**src/rtl/uart_pkg.sv**
```systemverilog
// Shared UART definitions used by both the receive (uart_get) and transmit
// (uart_put) sides: default bit timing, byte type and receiver state type.
package uart_pkg;

  // 12 MHz system clock / 115200 baud
  localparam int unsigned CLKS_PER_BIT_DEF = 104;

  localparam int unsigned BYTE_W = 8;

  typedef logic [BYTE_W-1:0] byte_t;

  // Receiver frame states
  typedef enum logic [2:0] {
    ST_IDLE,
    ST_START,
    ST_DATA,
    ST_STOP,
    ST_WAIT_IDLE
  } rx_state_t;

endpackage

```
**src/rtl/uart_get_if.sv**
```systemverilog
// Receive byte stream: valid/ready handshake from the UART receiver to the
// consumer. The receiver is the master (drives data/valid).
interface uart_get_if;
  import uart_pkg::*;

  byte_t out_data;
  logic  out_valid;
  logic  out_ready;

  modport master (
    output out_data,
    output out_valid,
    input  out_ready
  );

  modport slave (
    input  out_data,
    input  out_valid,
    output out_ready
  );

endinterface

```
**src/rtl/uart_rx_fifo.sv**
```systemverilog
// Small first-in first-out byte buffer between the UART receiver and its
// consumer. A push into a full buffer is accepted only when a pop happens in
// the same cycle; a pop from an empty buffer is ignored.
module uart_rx_fifo
  import uart_pkg::*;
#(
  parameter int unsigned DEPTH = 4
) (
  input  logic  clk,
  input  logic  rst,
  input  logic  push,
  input  byte_t push_data,
  input  logic  pop,
  output byte_t head_data,
  output logic  full,
  output logic  empty
);

  localparam int unsigned AW = $clog2(DEPTH);
  localparam logic [AW:0] FULL_CNT = (AW+1)'(DEPTH);

  byte_t         mem [DEPTH];
  logic [AW-1:0] wptr;
  logic [AW-1:0] rptr;
  logic [AW:0]   count;
  logic          do_push;
  logic          do_pop;

  assign empty = (count == '0);
  assign full  = (count == FULL_CNT);

  // A full buffer can still take a byte when the head leaves in the same cycle
  assign do_pop  = pop & ~empty;
  assign do_push = push & (~full | do_pop);

  // Head byte is forced to zero while the buffer holds nothing
  assign head_data = empty ? '0 : mem[rptr];

  // Pointer and occupancy bookkeeping; pointers wrap naturally (DEPTH is 2^AW)
  always_ff @(posedge clk or posedge rst) begin
    if (rst) begin
      wptr  <= '0;
      rptr  <= '0;
      count <= '0;
    end else begin
      if (do_push) wptr <= wptr + AW'(1);
      if (do_pop)  rptr <= rptr + AW'(1);
      unique case ({do_push, do_pop})
        2'b10:   count <= count + (AW+1)'(1);
        2'b01:   count <= count - (AW+1)'(1);
        default: count <= count;
      endcase
    end
  end

  // Storage array; contents are only observed through head_data when non-empty
  always_ff @(posedge clk) begin
    if (do_push) mem[wptr] <= push_data;
  end

endmodule

```
**src/rtl/uart_get.sv**
```systemverilog
// UART receiver: 8 data bits, LSB first, one stop bit, no parity.
// The RX line is synchronised, the start bit is confirmed at mid-bit, each
// data bit and the stop bit are sampled one bit period apart, and completed
// bytes are queued in a small FIFO for the consumer.
module uart_get
  import uart_pkg::*;
#(
  parameter int unsigned CLKS_PER_BIT = CLKS_PER_BIT_DEF,
  parameter int unsigned FIFO_DEPTH   = 4
) (
  input  logic              clk,
  input  logic              rst,
  input  logic              uart,
  uart_get_if.master        rxq,
  output logic              frame_err,
  output logic              overrun,
  output logic              busy
);

  localparam int unsigned CW = $clog2(CLKS_PER_BIT);
  localparam logic [CW-1:0] HALF_LOAD = CW'(CLKS_PER_BIT / 2 - 1);
  localparam logic [CW-1:0] FULL_LOAD = CW'(CLKS_PER_BIT - 1);

  logic [1:0]    sync;
  logic          rx_s;

  rx_state_t     state;
  rx_state_t     state_d;
  logic [CW-1:0] cnt;
  logic [CW-1:0] cnt_d;
  logic [2:0]    idx;
  logic [2:0]    idx_d;
  byte_t         shreg;
  byte_t         sh_d;
  logic          tick;
  logic          push;
  logic          fe_d;

  logic          fifo_full;
  logic          fifo_empty;
  logic          pop;

  // Two-flop synchroniser; resets to the idle (high) line level
  always_ff @(posedge clk or posedge rst) begin
    if (rst) sync <= '1;
    else     sync <= {sync[0], uart};
  end

  assign rx_s = sync[1];
  assign tick = (cnt == '0);

  // Receiver state, bit timer, bit index and shift register
  always_ff @(posedge clk or posedge rst) begin
    if (rst) begin
      state <= ST_IDLE;
      cnt   <= '0;
      idx   <= '0;
      shreg <= '0;
    end else begin
      state <= state_d;
      cnt   <= cnt_d;
      idx   <= idx_d;
      shreg <= sh_d;
    end
  end

  // Next-state logic; the bit timer free-runs down to zero and is reloaded
  // on each sampling point
  always_comb begin
    state_d = state;
    cnt_d   = cnt;
    idx_d   = idx;
    sh_d    = shreg;
    push    = 1'b0;
    fe_d    = 1'b0;

    if (!tick) cnt_d = cnt - CW'(1);

    unique case (state)
      ST_IDLE: begin
        if (!rx_s) begin
          state_d = ST_START;
          cnt_d   = HALF_LOAD;
        end
      end
      ST_START: begin
        if (tick) begin
          if (!rx_s) begin
            state_d = ST_DATA;
            cnt_d   = FULL_LOAD;
            idx_d   = '0;
          end else begin
            // line went back high before mid-start: treat as a glitch
            state_d = ST_IDLE;
          end
        end
      end
      ST_DATA: begin
        if (tick) begin
          sh_d[idx] = rx_s;
          cnt_d     = FULL_LOAD;
          if (idx == 3'd7) state_d = ST_STOP;
          else             idx_d   = idx + 3'd1;
        end
      end
      ST_STOP: begin
        if (tick) begin
          if (rx_s) begin
            push    = 1'b1;
            state_d = ST_IDLE;
          end else begin
            fe_d    = 1'b1;
            state_d = ST_WAIT_IDLE;
          end
        end
      end
      ST_WAIT_IDLE: begin
        // a low stop bit may be a break; hold off until the line is idle
        if (rx_s) state_d = ST_IDLE;
      end
      default: state_d = ST_IDLE;
    endcase
  end

  assign pop  = rxq.out_valid & rxq.out_ready;
  assign busy = (state != ST_IDLE);

  // Error pulses, reported the cycle after the stop-bit sampling point
  always_ff @(posedge clk or posedge rst) begin
    if (rst) begin
      frame_err <= 1'b0;
      overrun   <= 1'b0;
    end else begin
      frame_err <= fe_d;
      overrun   <= push & fifo_full & ~pop;
    end
  end

  assign rxq.out_valid = ~fifo_empty;

  uart_rx_fifo #(
    .DEPTH (FIFO_DEPTH)
  ) u_fifo (
    .clk       (clk),
    .rst       (rst),
    .push      (push),
    .push_data (shreg),
    .pop       (pop),
    .head_data (rxq.out_data),
    .full      (fifo_full),
    .empty     (fifo_empty)
  );

endmodule

```
**src/flat_wrapper.sv**
```systemverilog
// flat-port wrapper written by rule: the top's interface ports become plain ports
module uart_get_flat import uart_pkg::*;
#(
  parameter int unsigned CLKS_PER_BIT = CLKS_PER_BIT_DEF,
  parameter int unsigned FIFO_DEPTH   = 4
)
  (clk, rst, uart, frame_err, overrun, busy, rxq_out_data, rxq_out_valid, rxq_out_ready);
  uart_get_if rxq_i ();
  input  logic clk;
  input  logic rst;
  input  logic uart;
  output logic frame_err;
  output logic overrun;
  output logic busy;
  output wire logic [$bits(rxq_i.out_data)-1:0] rxq_out_data;
  output wire logic [$bits(rxq_i.out_valid)-1:0] rxq_out_valid;
  input wire logic [$bits(rxq_i.out_ready)-1:0] rxq_out_ready;
  assign rxq_out_data = rxq_i.out_data;
  assign rxq_out_valid = rxq_i.out_valid;
  assign rxq_i.out_ready = rxq_out_ready;
  uart_get #(.CLKS_PER_BIT(CLKS_PER_BIT), .FIFO_DEPTH(FIFO_DEPTH)) u_core (.clk(clk), .rst(rst), .uart(uart), .rxq(rxq_i), .frame_err(frame_err), .overrun(overrun), .busy(busy));
endmodule
```
**config.mk**
```make
export PLATFORM = sky130hd
export DESIGN_NAME = uart_get_flat
export DESIGN_NICKNAME = d
export VERILOG_FILES = /design/src/rtl/uart_pkg.sv /design/src/rtl/uart_get_if.sv /design/src/rtl/uart_rx_fifo.sv /design/src/rtl/uart_get.sv /design/src/flat_wrapper.sv
export SDC_FILE = /design/constraint.sdc
export NUM_CORES = 1
export LEC_CHECK = 0
export BUFFER_PORTS_ARGS = -buffer_cell sky130_fd_sc_hd__buf_4
export CAP_MARGIN = 20
export CELL_PAD_IN_SITES_DETAIL_PLACEMENT = 0
export CELL_PAD_IN_SITES_GLOBAL_PLACEMENT = 1
export CORE_UTILIZATION = 50
export CTS_CLUSTER_DIAMETER = 40
export CTS_CLUSTER_SIZE = 20
export DETAILED_ROUTE_END_ITERATION = 7
export GPL_ROUTABILITY_DRIVEN = 0
export PLACE_DENSITY_LB_ADDON = 0.08
export SETUP_SLACK_MARGIN = 0.2
export SLEW_MARGIN = 0
export SYNTH_ARGS = -nofsm -noshare
export SYNTH_HDL_FRONTEND = slang
export SYNTH_HIERARCHICAL = 1
export SYNTH_SLANG_ARGS = --single-unit
```
**constraint.sdc**
```tcl
create_clock -name clk -period 3.7 [get_ports clk]
set_input_delay 0.185 -clock clk [delete_from_list [all_inputs] [get_ports clk]]
set_output_delay 0.185 -clock clk [all_outputs]
set_load 0.01 [all_outputs]
```
==> results.yml <==
status:
  status: "finished clean"
critical_path:
  r2r_start: "u_core/cnt[0]"
  worstPathMaxFanout: 11
  endpoint_kind: "flip-flop"
  crit_buf_inv: 4
  worstPathRequired_ps: 3920
  start_kind: "flip-flop"
  critPathLaunch: "u_core/cnt[0]"
  crit_path_max_incr_delay_ps: 520
  cp_slowest_cell: "nor4b_1"
  crit_arrival_ps: 3330
  crit_type: "reg2reg"
  crit_family: "simple AND/OR/NAND/NOR gates"
  cpMostUsedCell: "inv_1"
  worstPathCellList: "inv_1 -> ha_1 -> nor4b_4 -> and2_4 -> inv_2 -> nor4b_1 -> o21a_4 -> inv_1 -> ha_1 -> inv_1 -> fa_1 -> xor2_1 -> nor2_1 -> xor2_1"
synth:
  syn_area_um2: 2987
  synth_enable_flop_cells: 32
  yosys.area.top_type: "edfxtp_1"
  synth_fp_nets: 229
  synth_top_area_share_pct: 32.17
  ys_types: 53
  async_reset_ff_share_pct: 50.00
  syn_avg_cell_area_um2: 13.96
  ys_warn_count: 6
  synthTopCellsByArea: "edfxtp_1, dfrtp_1, mux4_2, ha_1, mux2_2"
  ys.flop_type: "edfxtp_1"
  ys_seq_area_share_pct: 59.07
  synthCells: 214
  ys_seq_elements: 64
drt:
  vias: 1669
  drt-initial-drc-count: 104
  vias_per_cell: 5.367
  antenna_left: 0
  routed_wl_um: 5011
  drc: 0
  wl_per_cell_um: 16.11
  first_pass_iters: 5
clock_network:
  cts_buffers: 9
  cts-root-buf: "clkbuf_8"
  insertion_delay_ps: 330
  cts_num_sinks: 64
  cts.clk_slew.worst_paths_ps: 70
  cts_tree: "done"
  ctsResizeCount: 0
  cts_buffer_depth: 2
  htreeDepth: 3
floorplanning:
  start_util_pct: 52.94
  dieArea_um2: 6286
  die_h_um: 79.29
  die_x_um: 79.29
  ios: 16
  core_area_um2: 5642
  rows: 27
power_and_ir_drop:
  pwr_density_cell_nw_per_um2: 513.1
  peakVddDrop_v: 0.0003918
  p_leak_nw: 1.491
  power_w: 0.001735
global_routing:
  grt_pass1_wl_um: 8438
  grt_pass1_vias: 1699
  grt_remaining_overflow: 0
  grt_max_degree: 26
  gr-usage-all-layers_pct: 18.68
  antenna_found_initial: 0
timing:
  slew_headroom_pct: 37.40
  period_needed_ps: 3116
  slew_violations: 0
  setup_tns_ps: 0
  setup_viol: 0
  fin_ws_ps: 583.5
  grt_setup_unrepaired: "false"
  hold_violations: 0
  clock_skew_ps: 5.684
  worst_pin_slew_ps: 937.9
  fmax_mhz: 320.9
  period_share_pct: 84.23
place:
  dpl_cell_area_um2: 3127
  portBuffers: 15
  post-place-ws_ps: 619.0
  post-dp-hpwl_um: 3477
cells_and_area:
  n_antenna_cell: 0
  drive_gt1_share_pct: 26.36
  final_util_pct: 59.92
  final_area_um2: 3381
  final_common_cell: "edfxtp_1"
  final_cell_mix: "edfxtp_1, dfrtp_1, inv_1, buf_4, ha_1"
  nets: 249
  area_delta_synth_final_pct: 13.20
worst_hold_path:
  hold_path_class: "in2async"
run:
  cap_violations: 0
## tightest hold or removal path: cells and delay by family
family	cells	cell delay, ps
buffers and inverters	3	890
## state kept, by name, indices dropped and copies added (netlist names)
register,count
u_core/u_fifo/wptr,2
u_core/u_fifo/mem,32
u_core/state,3
u_core/u_fifo/rptr,2
u_core/cnt,7
u_core/idx,3
u_core/u_fifo/count,3
u_core/shreg,8
u_core/sync,2
u_core/overrun,1
u_core/frame_err,1
## per-layer routing
layer  global-route usage, %  wire, um  up-vias
met3                   3.793       151        6
li1                        -         -      801
met5                       0         0        -
met2                   31.90      2561       27
met1                   22.45      2243      835
met4                   9.273        55        0
## Yosys cell counts (4+ instances only)
master and count:
a21oi_1 5, nor2_1 9, and2_1 9, mux4_2 8
ha_1 10, o21ai_0 4, nand2_1 6, xor2_1 5
mux2_2 8, nor3_1 6, xnor2_1 5, inv_1 18
nand3_1 7, edfxtp_1 32, mux2i_1 5, and2_2 4
dfrtp_1 30
## report_power, final
group | total (W) | switching (W) | internal [W]
registers | 0.000843 | 0.0000684 | 0.000774
logic | 0.000193 | 0.0000904 | 0.000102
clock network | 0.000699 | 0.000257 | 0.000442
## cells by family after synthesis
| family | after synthesis | share of synthesized area [%] |
|---|---|---|
| DFF | 64 | 59.07 |
| adders and majority gates | 11 | 4.860 |
| xor gates and xnor gates | 10 | 2.932 |
| muxes | 22 | 11.23 |
| AOI/OAI and AO/OA | 17 | 4.064 |
| buffers and inverters | 27 | 4.482 |
| and+or+nand+nor | 63 | 13.36 |
## repair_timing
action                                 4_1_cts  5_1_grt
setup buffers                                0        0
hold buffers                                 2        0
endpoints found under the hold margin        8        0
setup endpoints to repair                    0        0
## area by class of cell
cell class / instances / area [um2]
Clock buffer: 9 / 123.9
Tap cell: 72 / 90.09
Fill cell: 433 / 2261
Inverter: 19 / 71.32
Clock inverter: 7 / 110.1
Multi-Input combinational cell: 123 / 1089
Timing Repair Buffer: 17 / 132.6
Sequential cell: 64 / 1764
## final timing paths
kind                       slack, ps  cells after the start                     end
max                              580                     14  u_core/u_fifo/count[2]
min                              350                      3   u_core/u_fifo/wptr[0]
max reg2reg                      580                     14  u_core/u_fifo/count[2]
min reg2reg                      360                      0          u_core/sync[1]
max in group asynchronous       2490                      3         u_core/state[2]
min in group clk                 360                      0          u_core/sync[1]
## metrics by stage
step	std cells	hold WS (ps)
floorplan	214	-11.60
global placement	293	139.8
detailed placement	293	147.4
CTS	311	345.0
global route	311	366.3
finish	311	353.8
Power figures use the tool's default switching activity.
